`config.mk`:
```
export PLATFORM = sky130hd
export DESIGN_NAME = stream_mux_rr
export DESIGN_NICKNAME = d
export VERILOG_FILES = /design/src/rtl/stream_mux_rr.sv
export SDC_FILE = /design/constraint.sdc
export NUM_CORES = 1
export LEC_CHECK = 0
export BUFFER_PORTS_ARGS = -buffer_cell sky130_fd_sc_hd__buf_2
export CORE_MARGIN = 3
export CORE_UTILIZATION = 35
export CTS_CLUSTER_SIZE = 10
export DETAILED_ROUTE_END_ITERATION = 8
export GPL_TIMING_DRIVEN = 0
export PLACE_DENSITY = 0.74
export SYNTH_ARGS = -nofsm -noshare
export SYNTH_HDL_FRONTEND = slang
export SYNTH_SLANG_ARGS = --single-unit
export TNS_END_PERCENT = 10
```
`constraint.sdc`:
```
create_clock -name clk -period 4.88 [get_ports clk]
set_input_delay 0.976 -clock clk [delete_from_list [all_inputs] [get_ports clk]]
set_output_delay 0.976 -clock clk [all_outputs]
set_load 0.05 [all_outputs]
```
`src/rtl/stream_mux_rr.sv`:
```
// N-channel registered valid/ready stream mux with fixed-select or round-robin arbitration.
// Define STREAM_MUX_PARITY_EN to add the registered even-parity output Y_par.
`timescale 1ns/1ps
module stream_mux_rr #(
  parameter int N_CH  = 8,
  parameter int W     = 8,
  parameter int SEL_W = 3
) (
  input  logic              clk,
  input  logic              rst,
  input  logic [N_CH*W-1:0] D,
  input  logic [N_CH-1:0]   D_valid,
  output logic [N_CH-1:0]   D_ready,
  input  logic              mode,
  input  logic [SEL_W-1:0]  S,
  output logic [W-1:0]      Y,
  output logic              Y_valid,
  input  logic              Y_ready,
  output logic [SEL_W-1:0]  Y_ch
`ifdef STREAM_MUX_PARITY_EN
  ,
  output logic              Y_par
`endif
);

  logic [W-1:0]     y_q, y_d;
  logic             y_valid_q, y_valid_d;
  logic [SEL_W-1:0] y_ch_q, y_ch_d;
  logic [SEL_W-1:0] ptr_q, ptr_d;

  logic             load_en;
  logic             grant_vld;
  logic [SEL_W-1:0] grant;
  logic [SEL_W-1:0] cand;
  logic [W-1:0]     grant_data;
  logic             accept;

  // NOTE: every variable gets a default at the top of always_comb so no
  // path leaves it unassigned, which would otherwise infer a latch.
  always_comb begin
    load_en    = !y_valid_q || Y_ready;
    grant_vld  = 1'b0;
    grant      = '0;
    cand       = '0;
    grant_data = '0;

    if (!mode) begin
      if (int'(S) < N_CH && D_valid[S]) begin
        grant_vld = 1'b1;
        grant     = S;
      end
    end else begin
      // Search starts one past the last winner, so the previous winner has lowest priority.
      for (int i = 1; i <= N_CH; i++) begin
        cand = SEL_W'((int'(ptr_q) + i) % N_CH);
        if (!grant_vld && D_valid[cand]) begin
          grant_vld = 1'b1;
          grant     = cand;
        end
      end
    end

    accept = grant_vld && load_en && !rst;

    D_ready = '0;
    for (int i = 0; i < N_CH; i++) begin
      if (grant == SEL_W'(i)) begin
        D_ready[i] = accept;
        grant_data = D[i*W +: W];
      end
    end

    y_d       = accept ? grant_data : y_q;
    y_ch_d    = accept ? grant : y_ch_q;
    ptr_d     = accept ? grant : ptr_q;
    y_valid_d = accept || (y_valid_q && !Y_ready);
  end

  // NOTE: state is updated with non-blocking assignments only, so every flop
  // samples the pre-edge values computed above regardless of statement order.
  always_ff @(posedge clk) begin
    if (rst) begin
      y_q       <= '0;
      y_valid_q <= 1'b0;
      y_ch_q    <= '0;
      ptr_q     <= SEL_W'(N_CH - 1);
    end else begin
      y_q       <= y_d;
      y_valid_q <= y_valid_d;
      y_ch_q    <= y_ch_d;
      ptr_q     <= ptr_d;
    end
  end

  assign Y       = y_q;
  assign Y_valid = y_valid_q;
  assign Y_ch    = y_ch_q;

`ifdef STREAM_MUX_PARITY_EN
  logic y_par_q, y_par_d;

  always_comb y_par_d = accept ? ^grant_data : y_par_q;

  always_ff @(posedge clk) begin
    if (rst) y_par_q <= 1'b0;
    else     y_par_q <= y_par_d;
  end

  assign Y_par = y_par_q;
`endif

endmodule

```
# == Word-level counts from Yosys, hierarchy flattened ==
# Index checks and enable logic that the tools add are counted.
# word_totals
ff_bits,15
rom_bits,0
mem_bits_rw,0
in_bits,79
latch_bits,0
elab_cells,112
output_inout_bits,20
mem_count,0
# classes
n_shift,0
n_mux,61
bitwise,0
mul,0
n_div,0
n_addsub,8
n_reduce_logical,23
order_cmp,9
n_eq_ne,7
# ops
cell,n
$mux W8,8
$lt A3 B4 Y1 const B,9
$mux W1,34
$mux W3,10
$bmux W1 S3,9
$add A3 B3 Y3 const B,4
$eq A3 B3 Y1 const B,4
$logic_and A1 B1 Y1,10
$logic_not A1 Y1,10
$add A3 B1 Y3 const B,2
$add A3 B2 Y3 const B,2
$eq A3 B2 Y1 const B,2
$eq A3 B1 Y1 const B,1
$logic_not A3 Y1,1
$logic_or A1 B1 Y1,2

# == Logic depth before layout (Yosys ltp) ==
# depth
ltp_word,42
ltp_mapped,17

# == Least setup slack after synthesis ==
# OpenSTA, ideal clock, no wires.
# synth_timing
path_type,register to output
start,register ptr_q[1]
end,output port D_ready[0]
slack_ns,-0.816
stages_incl_launch_ff,16
t_arrival_ns,4.720
path_buffers,5
cell_sequence,dfxtp_1 -> buf_2 -> buf_2 -> inv_1 -> ha_1 -> buf_6 -> buf_2 -> mux4_2 -> mux2i_1 -> mux2_2 -> a211o_1 -> a31o_1 -> a32oi_4 -> buf_6 -> nand2_1 -> nor3_1
# synth_between
elab_chain_cells,36
elab_cells_between_ends,67
# synth_lines
item,line_no,source
from (decl),29,"logic [SEL_W-1:0] ptr_q, ptr_d;"
from (signal assigned),86,ptr_q <= SEL_W'(N_CH - 1);
from (signal assigned),91,ptr_q <= ptr_d;
$add A3 B1 Y3,55,cand = SEL_W'((int'(ptr_q) + i) % N_CH);
$bmux W1 S3,56,if (!grant_vld && D_valid[cand]) begin
$mux W1 (implied by the code),56,
$mux W1,56,
$mux W1,47,if (!mode) begin
$logic_not A1 Y1,56,
$logic_and A1 B1 Y1,56,
$mux W1,56,
(+19 left out),--,
$mux W1,56,
$mux W1,47,
$logic_not A1 Y1,56,
$logic_and A1 B1 Y1,56,
$mux W1,56,
$mux W1,47,
$logic_and A1 B1 Y1 (2 in a row),63,accept = grant_vld && load_en && !rst;
$mux W1 *,67,if (grant == SEL_W'(i)) begin
to (decl),13,"output logic [N_CH-1:0] D_ready,"
# Every way passes the cells marked *; elsewhere a longest branch is shown, timed or not. The select of a mux whose other input is x is not followed.

# == Final worst setup path ==
# layout_timing
start,input port D_valid[3]
end,output port D_ready[5]
# layout_between
elab_chain_cells,35
elab_cells_between_ends,63
# layout_lines
item,line_no,source
from (decl),12,"input logic [N_CH-1:0] D_valid,"
"parallel branches: the longest is 34 deep, another holds $bmux W1 S3",--,
$mux W1 *,67,
# Every way passes the cells marked *. The select of a mux whose other input is x is not followed.

==> flow_metrics.tcl <==
set metrics [dict create \
    relSlewSlack_pct 57.5 \
    ant_nets 0 \
    grt_pass1_wl_um 12600 \
    cp.arrival_ns 3.92 \
    grt_pass1_vias 2659 \
    required_ns 3.90 \
    avgSynthCellArea_um2 8.32 \
    cpMaxStageDelayCell "mux4_2" \
    die_area_um2 7950 \
    gp_congestion 0.948 \
    final_util_pct 52.4 \
    final_cell_mix "92 x buf_2, 34 x mux2i_1, 24 x nor2_1, 19 x mux4_2, 18 x nand2_1" \
    detail_route.wl_per_cell_um 17.6 \
    total_power_mw 1.14 \
    row_count 29 \
    switching_share_pct 49.7 \
    violations "setup timing" \
    wl_met1_um 3440 \
    p_leak_nw 1.48 \
    path_clk_slew_ns 0.07 \
    worstSetupEndpointType "primary output" \
    diodes 0 \
    first_iter_violations 252 \
    hold_viol 0 \
    max_freq_ghz 0.204 \
    ys_warn_count 0 \
    synthesis.nets 372 \
    die_w_um 89.2 \
    period_minus_slack_ns 4.89 \
    setup-tns-final_ns -0.0240 \
    syn_area_um2 2420 \
    synth_cells 291 \
    final_max_slew_viol_count 0 \
    n_fill_cell 597 \
    synth_edf_count 0 \
    synthDistinctLibCells 58 \
    crit_buf_inv 6 \
    track_usage_pct 20.0 \
    cp_max_fo 10 \
    wl_met3_um 637 \
    final_common_cell "buf_2" \
    combPwrFrac_pct 76.2 \
    critPathMaxStageDelay_ns 0.52 \
    clk_latency_ns 0.26 \
    vias 2881 \
    globalRouteOverflowTotal 0 \
    core-area_um2 6530 \
    async_flop_share_pct 0 \
    drv_cap 0 \
    ys_seq_area_share_pct 12.4 \
    cp-start-kind "input port" \
    ctsRootBufferMaster "clkbuf_8" \
    route.detailed.drc 0 \
    antenna_found_initial 0 \
    hp-class "register to register" \
    setup_ws_ns -0.0133 \
    finalClockSkew_ns 0.00161 \
    nNetsFinal 486 \
    cts_made_buffers 3 \
    start_util_pct 37.0 \
    hold_buffers 0 \
    crit_family "multiplexers" \
    io_buffers 97 \
    seq_power_share_pct 14.2 \
    crit_top_cell "buf_6" \
    ios 99 \
    grt_max_degree 13 \
    tightest_slew_ns 0.638 \
    hpwlAfterDp_um 6430 \
    switchingPower_mw 0.568 \
    routed_via_density 5.99 \
    path_class "input port to primary output" \
    top_layer_used "met4" \
    clockBufferDepth 2 \
    fin_crit_sh_pct 100 \
    p_clk_share_pct 9.6 \
    crit_path_cell_trace "buf_2 -> clkbuf_2 -> mux4_2 -> buf_4 -> mux2i_4 -> mux2_2 -> a211o_1 -> a31o_1 -> a32oi_4 -> buf_6 -> inv_2 -> nor3_4 -> buf_6" \
    ys.flop_type "dfxtp_1" \
    power_density_nw_per_um2 334 \
    cts_max_level 1 \
    p_int_mw 0.575 \
    setup_violations 3 \
    wl_um 8470 \
    drive_gt1_share_pct 47.5 \
    cts_tree "yes" \
    finalHoldWorstSlack_ns 0.457 \
    syn_to_final_growth_pct 41.5 \
    peakVddDrop_v 0.000219 \
    dr_wl_met2_um 4160 \
    clock-sinks 15 \
    firstDrtPassIters 5 \
    synth-seq-cells 15 \
    fp.dieH_um 89.2 \
    status "finished, violations left" \
]
## power groups by stage
stage | Combinational (mW) | Sequential (mW) | Clock, mW
6_report | 0.871 | 0.162 | 0.110
2_1_floorplan | 0.516 | 0.237 | 0
3_3_place_gp | 0.753 | 0.163 | 0
5_1_grt | 0.928 | 0.165 | 0.117
3_5_place_dp | 0.763 | 0.163 | 0
4_1_cts | 0.835 | 0.161 | 0.110
## worst register-to-register path: stages, from the launching register on
cell and delay [ns]:
dfxtp_2 0.34, buf_6 0.10, inv_2 0.06, ha_4 0.33
mux4_2 0.51, mux2_4 0.33, a2bb2oi_4 0.16, or3_4 0.42
o41a_1 0.37, a32oi_4 0.35, or2b_2 0.29, nor2_2 0.08
a221oi_1 0.37, o22ai_1 0.14
## final cells by class
class	instances	area, µm²	share of cell area, %
buffer	20	154	4.49
clock buffer	3	41.3	1.21
clock inverter	1	7.51	0.219
inverter	12	47.5	1.39
multi-input combinational	241	2130	62.3
sequential	15	303	8.84
tap	77	96.3	2.81
timing repair buffer	112	642	18.7
## state kept, by name, indices dropped and copies added, names as in the netlist
signal   cells
ptr_q        3
Y_valid      1
Y_ch         3
Y            8
## synthesized netlist by cell type, types with 3 or more instances
| cell | n | area, µm² |
|---|---|---|
| a221oi_1 | 7 | 61.3 |
| nor2b_1 | 3 | 18.8 |
| o21ai_0 | 10 | 50.1 |
| buf_2 | 6 | 30.0 |
| mux4_2 | 19 | 428 |
| inv_1 | 9 | 33.8 |
| o21ai_1 | 5 | 25.0 |
| o2bb2ai_1 | 5 | 43.8 |
| nand2_1 | 21 | 78.8 |
| a21oi_1 | 17 | 85.1 |
| a22oi_1 | 7 | 52.6 |
| nand2b_1 | 7 | 43.8 |
| o22ai_1 | 9 | 56.3 |
| nor2_1 | 29 | 109 |
| nor3_1 | 8 | 40.0 |
| nand3_1 | 6 | 30.0 |
| buf_1 | 3 | 11.3 |
| mux2i_1 | 36 | 360 |
| mux2_2 | 8 | 90.1 |
| clkbuf_1 | 11 | 41.3 |
| a211oi_1 | 3 | 22.5 |
| dfxtp_1 | 15 | 300 |
## cell families after synthesis
group,share of synthesized area (%)
AOI/OAI and AO/OA,24.5
xor gates and xnor gates,1.45
adders and majority gates,1.03
buffers and inverters,6.51
DFF,12.4
muxes,36.9
and+or+nand+nor,17.2
## final timing paths
check             slack (ns)  cells past startpoint       start         end
hold reg to reg         0.46                      2     Y_ch[2]     Y_ch[2]
setup reg to reg        0.90                     13    ptr_q[0]        Y[5]
hold / removal          0.46                      2     Y_ch[2]     Y_ch[2]
setup / recovery       -0.01                     13  D_valid[3]  D_ready[5]
## per-layer routing
metal	vias up	global-route usage, %
met5	-	0
met4	0	6.22
met3	24	2.95
met2	146	33.2
met1	1363	26.9
li1	1348	-
## stage by stage
step | cell area, µm² | instances | worst slack [ns]
after detailed placement | 3090 | 465 | -0.693
after CTS | 3360 | 481 | 0.00570
after global routing | 3420 | 481 | -0.0373
after global placement | 3090 | 465 | -0.702
after floorplan | 2500 | 291 | 0.0128
final | 3420 | 481 | -0.0133
## repair_timing
| item | CTS | global route |
|---|---|---|
| endpoints found under the setup margin | 8 | 8 |
| buffers inserted | 13 | 2 |
| resized for setup | 37 | 31 |
| pin swaps | 5 | 4 |
Power figures use the tool's default switching activity.
